## src/rtl/seq_pkg.sv

```systemverilog
// Types and constants shared by the 1011 serial transmitter and the matching detector.
package seq_pkg;

  typedef enum logic [1:0] {
    IDLE,
    PRE,
    DATA,
    GAP
  } tx_state_t;

  localparam logic [3:0] PREAMBLE     = 4'b1011;
  localparam int         PREAMBLE_LEN = 4;

  function automatic int max3(input int a, input int b, input int c);
    int m;
    m = (a > b) ? a : b;
    return (m > c) ? m : c;
  endfunction

endpackage

```

## src/rtl/seq_tx_shifter.sv

```systemverilog
// Parallel-in / serial-out shift register: load a word, shift left, expose the MSB.
module seq_tx_shifter #(
  parameter int DATA_W = 8
) (
  input  logic              clk,
  input  logic              reset_n,
  input  logic              load,
  input  logic              shift,
  input  logic [DATA_W-1:0] din,
  output logic              msb
);

  logic [DATA_W-1:0] sr_q;
  logic [DATA_W-1:0] sr_d;

  always_comb begin
    sr_d = sr_q;
    if (load) begin
      sr_d = din;
    end else if (shift) begin
      sr_d = sr_q << 1;
    end
  end

  always_ff @(posedge clk or negedge reset_n) begin
    if (!reset_n) begin
      sr_q <= '0;
    end else begin
      sr_q <= sr_d;
    end
  end

  assign msb = sr_q[DATA_W-1];

endmodule

```

## src/rtl/seq_tx_1011.sv

```systemverilog
// Framed serial transmitter: optional 1011 preamble, MSB-first payload, idle guard gap.
// Preamble is present only when SEQ_TX_PREAMBLE_EN is defined.
module seq_tx_1011
  import seq_pkg::*;
#(
  parameter int DATA_W  = 8,
  parameter int GAP_LEN = 2
) (
  input  logic              clk,
  input  logic              reset_n,
  input  logic [DATA_W-1:0] data_in,
  input  logic              data_valid,
  output logic              data_ready,
  output logic              x,
  output logic              x_valid,
  output logic              busy
);

  localparam int CNT_W = $clog2(max3(PREAMBLE_LEN, DATA_W, GAP_LEN) + 1);
  localparam logic [CNT_W-1:0] LAST_DATA = CNT_W'(DATA_W - 1);
  // The final guard cycle is spent in IDLE with busy still high, so GAP
  // itself holds one cycle fewer; that lets a new word be taken on the
  // edge that ends the guard time.
  localparam logic [CNT_W-1:0] LAST_GAP  = CNT_W'((GAP_LEN > 1) ? (GAP_LEN - 2) : 0);
`ifdef SEQ_TX_PREAMBLE_EN
  localparam logic [CNT_W-1:0] LAST_PRE  = CNT_W'(PREAMBLE_LEN - 1);
  localparam logic [1:0]       PRE_TOP   = 2'(PREAMBLE_LEN - 2);
`endif

  tx_state_t         state_q, state_d;
  logic [CNT_W-1:0]  cnt_q, cnt_d;
  logic              x_q, x_d;
  logic              x_valid_q, x_valid_d;
  logic              busy_q, busy_d;
  logic              hs;
  logic              shift_en;
  logic              shf_msb;
  logic [DATA_W-1:0] load_val;

  assign data_ready = (state_q == IDLE);
  assign hs         = data_valid && data_ready;

`ifdef SEQ_TX_PREAMBLE_EN
  assign load_val = data_in;
`else
  // MSB goes straight to x on the handshake edge, so the shifter starts at bit DATA_W-2.
  assign load_val = data_in << 1;
`endif

  seq_tx_shifter #(
    .DATA_W(DATA_W)
  ) u_shifter (
    .clk    (clk),
    .reset_n(reset_n),
    .load   (hs),
    .shift  (shift_en),
    .din    (load_val),
    .msb    (shf_msb)
  );

  always_comb begin
    state_d   = state_q;
    cnt_d     = cnt_q;
    x_d       = 1'b0;
    x_valid_d = 1'b0;
    busy_d    = 1'b0;
    shift_en  = 1'b0;
    case (state_q)
      IDLE: begin
        if (hs) begin
          busy_d    = 1'b1;
          x_valid_d = 1'b1;
          cnt_d     = '0;
`ifdef SEQ_TX_PREAMBLE_EN
          state_d   = PRE;
          x_d       = PREAMBLE[PREAMBLE_LEN-1];
`else
          state_d   = DATA;
          x_d       = data_in[DATA_W-1];
`endif
        end
      end
`ifdef SEQ_TX_PREAMBLE_EN
      PRE: begin
        busy_d    = 1'b1;
        x_valid_d = 1'b1;
        if (cnt_q == LAST_PRE) begin
          state_d  = DATA;
          cnt_d    = '0;
          x_d      = shf_msb;
          shift_en = 1'b1;
        end else begin
          cnt_d = cnt_q + 1'b1;
          x_d   = PREAMBLE[PRE_TOP - cnt_q[1:0]];
        end
      end
`endif
      DATA: begin
        busy_d = 1'b1;
        if (cnt_q == LAST_DATA) begin
          cnt_d   = '0;
          state_d = (GAP_LEN > 1) ? GAP : IDLE;
        end else begin
          cnt_d     = cnt_q + 1'b1;
          x_valid_d = 1'b1;
          x_d       = shf_msb;
          shift_en  = 1'b1;
        end
      end
      GAP: begin
        busy_d = 1'b1;
        if (cnt_q == LAST_GAP) begin
          state_d = IDLE;
          cnt_d   = '0;
        end else begin
          cnt_d = cnt_q + 1'b1;
        end
      end
      default: begin
        state_d = IDLE;
        cnt_d   = '0;
      end
    endcase
  end

  always_ff @(posedge clk or negedge reset_n) begin
    if (!reset_n) begin
      state_q   <= IDLE;
      cnt_q     <= '0;
      x_q       <= 1'b0;
      x_valid_q <= 1'b0;
      busy_q    <= 1'b0;
    end else begin
      state_q   <= state_d;
      cnt_q     <= cnt_d;
      x_q       <= x_d;
      x_valid_q <= x_valid_d;
      busy_q    <= busy_d;
    end
  end

  assign x       = x_q;
  assign x_valid = x_valid_q;
  assign busy    = busy_q;

endmodule

```

## config.mk

```make
export PLATFORM = sky130hd
export DESIGN_NAME = seq_tx_1011
export DESIGN_NICKNAME = d
export VERILOG_FILES = /design/src/rtl/seq_pkg.sv /design/src/rtl/seq_tx_shifter.sv /design/src/rtl/seq_tx_1011.sv
export SDC_FILE = /design/constraint.sdc
export NUM_CORES = 1
export LEC_CHECK = 0
export BUFFER_PORTS_ARGS = -buffer_cell sky130_fd_sc_hd__buf_2
export CORE_MARGIN = 2
export CORE_UTILIZATION = 56
export CTS_CLUSTER_SIZE = 28
export DETAILED_ROUTE_END_ITERATION = 8
export PLACE_DENSITY = 0.9
export SLEW_MARGIN = 20
export SYNTH_ARGS = -nofsm -noshare
export SYNTH_HDL_FRONTEND = slang
export SYNTH_HIERARCHICAL = 1
export SYNTH_SLANG_ARGS = --single-unit
```

## constraint.sdc

```tcl
create_clock -name clk -period 3.8 [get_ports clk]
set_input_delay 0.76 -clock clk [delete_from_list [all_inputs] [get_ports clk]]
set_output_delay 0.76 -clock clk [all_outputs]
set_load 0.01 [all_outputs]
```

==> reports/results.ini, run 1 <==
[setup_path]
cp_slowest_cell=a311oi_4
crit_path_start_kind=flip-flop
path_depth=4
slowest_delay_ps=680
rr_startpoint=cnt_q[0]
crit_type=reg -> reg
reg2reg_slack_ps=1900
worstPathArrival_ps=2050
path_buf_inv=0
endpoint=u_shifter/sr_q[7]
r2r-end=u_shifter/sr_q[7]
crit_required_ps=3940
startpoint=cnt_q[0]
path_cells=ha_1, a311oi_4, mux2i_1, o21ai_1
critPathMaxFanout=11
end_kind=flip-flop
critPathTopFamily=compound AO/OA/AOI/OAI gates
reg2regPathDepth=4

[clock_tree]
htreeDepth=1
cts_resized=0
clock_latency_ps=290
clockRootBuffer=clkbuf_4
clkTransAtPathRegs_ps=100
cts_tree=yes
cts_made_buffers=3
cts.path.max_buffers=2
cts_num_sinks=17
post-cts-setup-buffers=0
ctsHoldBuffers=0

[drt]
drt_iter0_markers=21
drt_pass1_iterations=4
wl_per_cell_um=13.3
via_count=596
wl_um=1470
ant_nets=0
vias_per_cell=5.42
drcViolationCount=0

[timing]
fmax_mhz=525
grt_setup_unrepaired=false
finalClockSkew_ps=2.97
fin_crit_sh_pct=50.1
setup_viol=0
tns_ps=0
hold_violations=0
period_minus_slack_ps=1900
max_slew_margin_pct=34.5
maxSlewViolCount=0
tightestPinTransition_ps=979

[place]
port_buffers=14
post-dp-hpwl_um=990
placed_cells=106
gp_congestion=0.751

[logic_synthesis]
synth_area_leader_cell=dfrtp_1
synth_seq_cells=17
synth_nets=93
ys_types=24
syn_area_um2=820
async_flop_share_pct=100
synthFlopType=dfrtp_1
synthCells=80
synth_top_area_share_pct=51.9
yosysSeqAreaShare_pct=51.9
avgSynthCellArea_um2=10.2
synth_most_common_cell=dfrtp_1
synth_warnings=6
synth_edf_count=0
ys_top_cells_by_count=dfrtp_1, nand2_1, mux2i_1, o21ai_1, nor2_1
synthTopCellsByArea=dfrtp_1, mux2i_1, nand2_1

[grt]
grt_max_degree=19
grtUsageTotal_pct=19.7
antenna_found_initial=0
grt_first_pass_wirelength_um=2620
grt_pass1_vias=595
grt.overflow.total=0

[final_layout]
diodes=0
multi_input_area_um2=352
drive_above_1_share_pct=21.1
finish.utilization_pct=68.1
stdcell_count=110
n_fill_cell=100
nNetsFinal=109
area_growth_syn_to_layout_pct=10.8
seq_area_um2=425

[floorplan]
initial_core_util_pct=61.4
core.rowCount=13
die_width_um=42.3
ios=15
fp.dieH_um=42.3
coreArea_um2=1330
dieArea_um2=1790

[worst_hold_path]
hold_class=in -> async

[status]
status=complete, no violations

[power_and_ir_drop]
finalPower_uw=698
cellPowerDensity_nw_per_um2=768
irDropWorstVdd_v=0.000398
p_leak_uw=0.000439

[run]
cap_violations=0

## per-layer routing
layer / up-vias / GRT usage (%) / part of all wire, %
met5: - / 0 / 0
li1: 301 / - / -
met4: 0 / 9.38 / 1.3
met3: 4 / 3.88 / 4.9
met1: 274 / 25.3 / 47
met2: 17 / 31.7 / 47
## flip-flops by register name, summed over array words and instances (netlist names)
register / count
cnt_q: 4
busy: 1
state_q: 2
x: 1
x_valid: 1
u_shifter/sr_q: 8
## kinds of logic (layout without fill, tap and decap cells)
group	count (synthesis)	after routing	share of synthesized area, %
compound gates	18	18	15.1
simple gates	27	27	14.7
mux	7	7	8.55
flops	17	17	51.9
buf+inv	7	22	5.19
other cells	1	1	0.458
fa+ha+maj	2	2	3.05
xor+xnor	1	1	1.07
## worst min-delay path by stage
stage | start | endpoint | slack, ps | cells past startpoint
after floorplan | reset_n | busy | 460 | 0
after global placement | u_shifter/sr_q[7] | x | 480 | 1
after detailed placement | u_shifter/sr_q[7] | x | 490 | 1
after CTS | reset_n | x_valid | 370 | 1
after global routing | reset_n | x_valid | 380 | 1
final | reset_n | u_shifter/sr_q[5] | 370 | 1
## report_power, final
group          total (uW)  internal [uW]  switching [uW]  leakage, uW
combinational         274            128             146     0.000209
sequential            328            255            73.1     0.000212
clock                96.0           39.1            56.9    0.0000177
total                 698            422             276     0.000439
## stage by stage
step / worst slack [ps] / hold slack, ps / area, um^2
detailed placement: 1680 / 486 / 881
floorplan: 2240 / 464 / 820
global route: 1820 / 380 / 908
CTS: 1920 / 370 / 908
finish: 1900 / 371 / 908
global placement: 1770 / 476 / 881
## cell type report
class,instances,area share (%)
sequential,17,46.8
inverter,4,1.65
clock buffer,3,2.48
timing repair buffer,14,7.71
tap,15,2.07
multi-input combinational,56,38.7
clock inverter,1,0.551
## placed cells by master, fill, tap and decap left out, drive strengths merged, types with 3 or more instances in the layout
| cell | n |
|---|---|
| o21ai | 10 |
| inv | 4 |
| clkbuf | 3 |
| nand2 | 15 |
| mux2i | 7 |
| nor2 | 5 |
| dfrtp | 17 |
| buf | 14 |
(Power assumes the default switching activity.)
==> run 2: changes to the inputs <==
CORE_ASPECT_RATIO = 1.25   (was default)
CORE_UTILIZATION = 47   (was 56)
PLACE_DENSITY = 0.82   (was 0.9)
clock period = 1.6 ns   (was 3.8 ns; I/O delays follow)
==> run 2 against run 1 <==
Effect of this change:
- utilization fell by 6.5 points
- non-clock buffer count rose by 9
- cell area rose by 8.7%
- clock power rose by 130%
- worst setup slack got worse by 1800 ps
- clock skew rose by 1.1 ps
- total power rose to 2.6 times the previous value
- wire length fell by 5.5%
- combinational power rose to 3.1 times the previous value
- final cell count rose by 11%
- via count rose by 4.7%
- highest routed layer unchanged
==> reports/results.ini, run 2 (same netlist as run 1, synthesis figures left out) <==
[status]
status=complete, no violations

[timing]
grt_setup_unrepaired=false
period_minus_slack_ps=1470  ; -435 ps
fmax_mhz=680  ; +30%
maxSlewViolCount=0  ; unchanged
hold_violations=0  ; unchanged
whs_ps=248  ; -123 ps
finalClockSkew_ps=4.03  ; +1.06 ps
tns_ps=0  ; unchanged
setup_viol=0  ; unchanged
fin_crit_sh_pct=91.9  ; +42 points

[place]
place_area_um2=937  ; +6.4%
gp_congestion=0.750  ; -0.15%
placed_cells=116  ; +9.4%
post-dp-hpwl_um=1040  ; +5.1%
port_buffers=14  ; unchanged

[setup_path]
critPathMaxFanout=4  ; -7
worstPathArrival_ps=1640  ; -410 ps
rr_startpoint=cnt_q[0]
reg2regPathDepth=5  ; +1
endpoint=u_shifter/sr_q[1]
crit_type=reg -> reg
crit_path_start_kind=flip-flop
startpoint=cnt_q[0]
r2r-end=u_shifter/sr_q[1]
end_kind=flip-flop
reg2reg_slack_ps=130  ; -1770 ps
crit_required_ps=1770  ; -2170 ps

[power_and_ir_drop]
finalPower_uw=1790  ; +160%
p_leak_uw=0.000479  ; +9.2%
cellPowerDensity_nw_per_um2=1820  ; +140%
irDropWorstVdd_v=0.000788  ; +98%

[final_layout]
diodes=0  ; unchanged
drive_above_1_share_pct=26.9  ; +5.9 points
reg_top3=u_shifter/sr_q (8), cnt_q (4), state_q (2)
layout_commonest_cell=dfrtp_1
max_flop_register=u_shifter/sr_q
largest_reg_flops=8  ; unchanged
stdcell_count=122  ; +11%
stdcell_area_um2=987  ; +8.7%
area_growth_syn_to_layout_pct=20.5
final_cell_mix=dfrtp_1, nand2_1, buf_2
nNetsFinal=118  ; +8.3%

[worst_hold_path]
whs_path_depth=3
hold_class=in -> reg

[clock_tree]
cts_tree=yes
cts_made_buffers=3  ; unchanged
htreeDepth=1  ; unchanged
cts.path.max_buffers=2  ; unchanged
clockRootBuffer=clkbuf_4
clock_latency_ps=280  ; about the same
cts_num_sinks=17  ; unchanged
clkTransAtPathRegs_ps=90  ; about the same

[floorplan]
core.rowCount=16  ; +3
fp.dieH_um=50.7  ; +20%
ios=15  ; unchanged
coreArea_um2=1600  ; +20%
initial_core_util_pct=51.2  ; -10 points
die_width_um=41.4  ; -2.1%
dieArea_um2=2100  ; +17%

[drt]
via_count=624  ; +4.7%
drt_iter0_markers=9  ; -57%
drt-met1-wl_um=617  ; -9.7%
vias_per_cell=5.11  ; -5.6%
drcViolationCount=0  ; unchanged
ant_nets=0  ; unchanged
top_layer=met4
drt_pass1_iterations=4  ; unchanged
dr_wl_met2_um=679  ; -2.0%
wl_met3_um=62  ; -14%
wl_um=1390  ; -5.5%
wl_per_cell_um=11.4  ; -15%

[grt]
grt_max_degree=19  ; unchanged
grt_first_pass_wirelength_um=2240  ; -14%
grt.overflow.total=0  ; unchanged
antenna_found_initial=0  ; unchanged
grt_pass1_vias=546  ; -8.2%
grtUsageTotal_pct=16.0  ; -3.7 points

[run]
cap_violations=0  ; unchanged

run 2: worst max-delay path: stages, from the launching register on:
cell and delay (ps):
dfrtp_1 400, ha_2 210, a311oi_4 310, buf_4 190, mux2i_1 180, o21ai_1 80
run 2: cell type report:
cell class              instances  area (um^2)
flip-flops and latches         17          425
multi-input cells              56          354
clock buffers                   4         26.3
inverters                       4         15.0
fillers                       149          614
well taps                      18         22.5
repair buffers                 23          144
run 2: repair_timing:
| item | CTS | global route |
|---|---|---|
| setup buffers | 0 | 1 |
| endpoints found under the hold margin | 17 | 0 |
| setup endpoints to repair | 0 | 3 |
| hold buffers | 1 | 0 |
| gates resized for setup | 0 | 2 |
run 2: worst min-delay path by stage:
stage	startpoint	to	slack (ps)
after floorplan	reset_n	busy	20
after global placement	reset_n	x	250
after detailed placement	reset_n	u_shifter/sr_q[7]	260
after CTS	data_in[2]	u_shifter/sr_q[3]	240
after global routing	data_in[3]	u_shifter/sr_q[4]	240
final	data_in[2]	u_shifter/sr_q[3]	250
run 2: metrics by stage:
| step | utilization, % | setup slack (ps) |
|---|---|---|
| after detailed placement | 58.5 | 77.3 |
| final | 61.6 | 130 |
| after global placement | 58.5 | 133 |
| after CTS | 60.8 | 63.9 |
| after global routing | 61.6 | 43.5 |
| after floorplan | - | 41.0 |
run 2: power breakdown:
| part | internal [uW] | leakage (uW) | switching, uW |
|---|---|---|---|
| Combinational | 433 | 0.000252 | 405 |
| Sequential | 607 | 0.000212 | 129 |
| Clock | 96.7 | 0.0000150 | 122 |
run 2: metal layers:
metal  GRT usage (%)  vias up
met5               0        -
met4            9.68        0
met3            2.65        4
met2            24.7       13
met1            19.8      288
li1                -      319
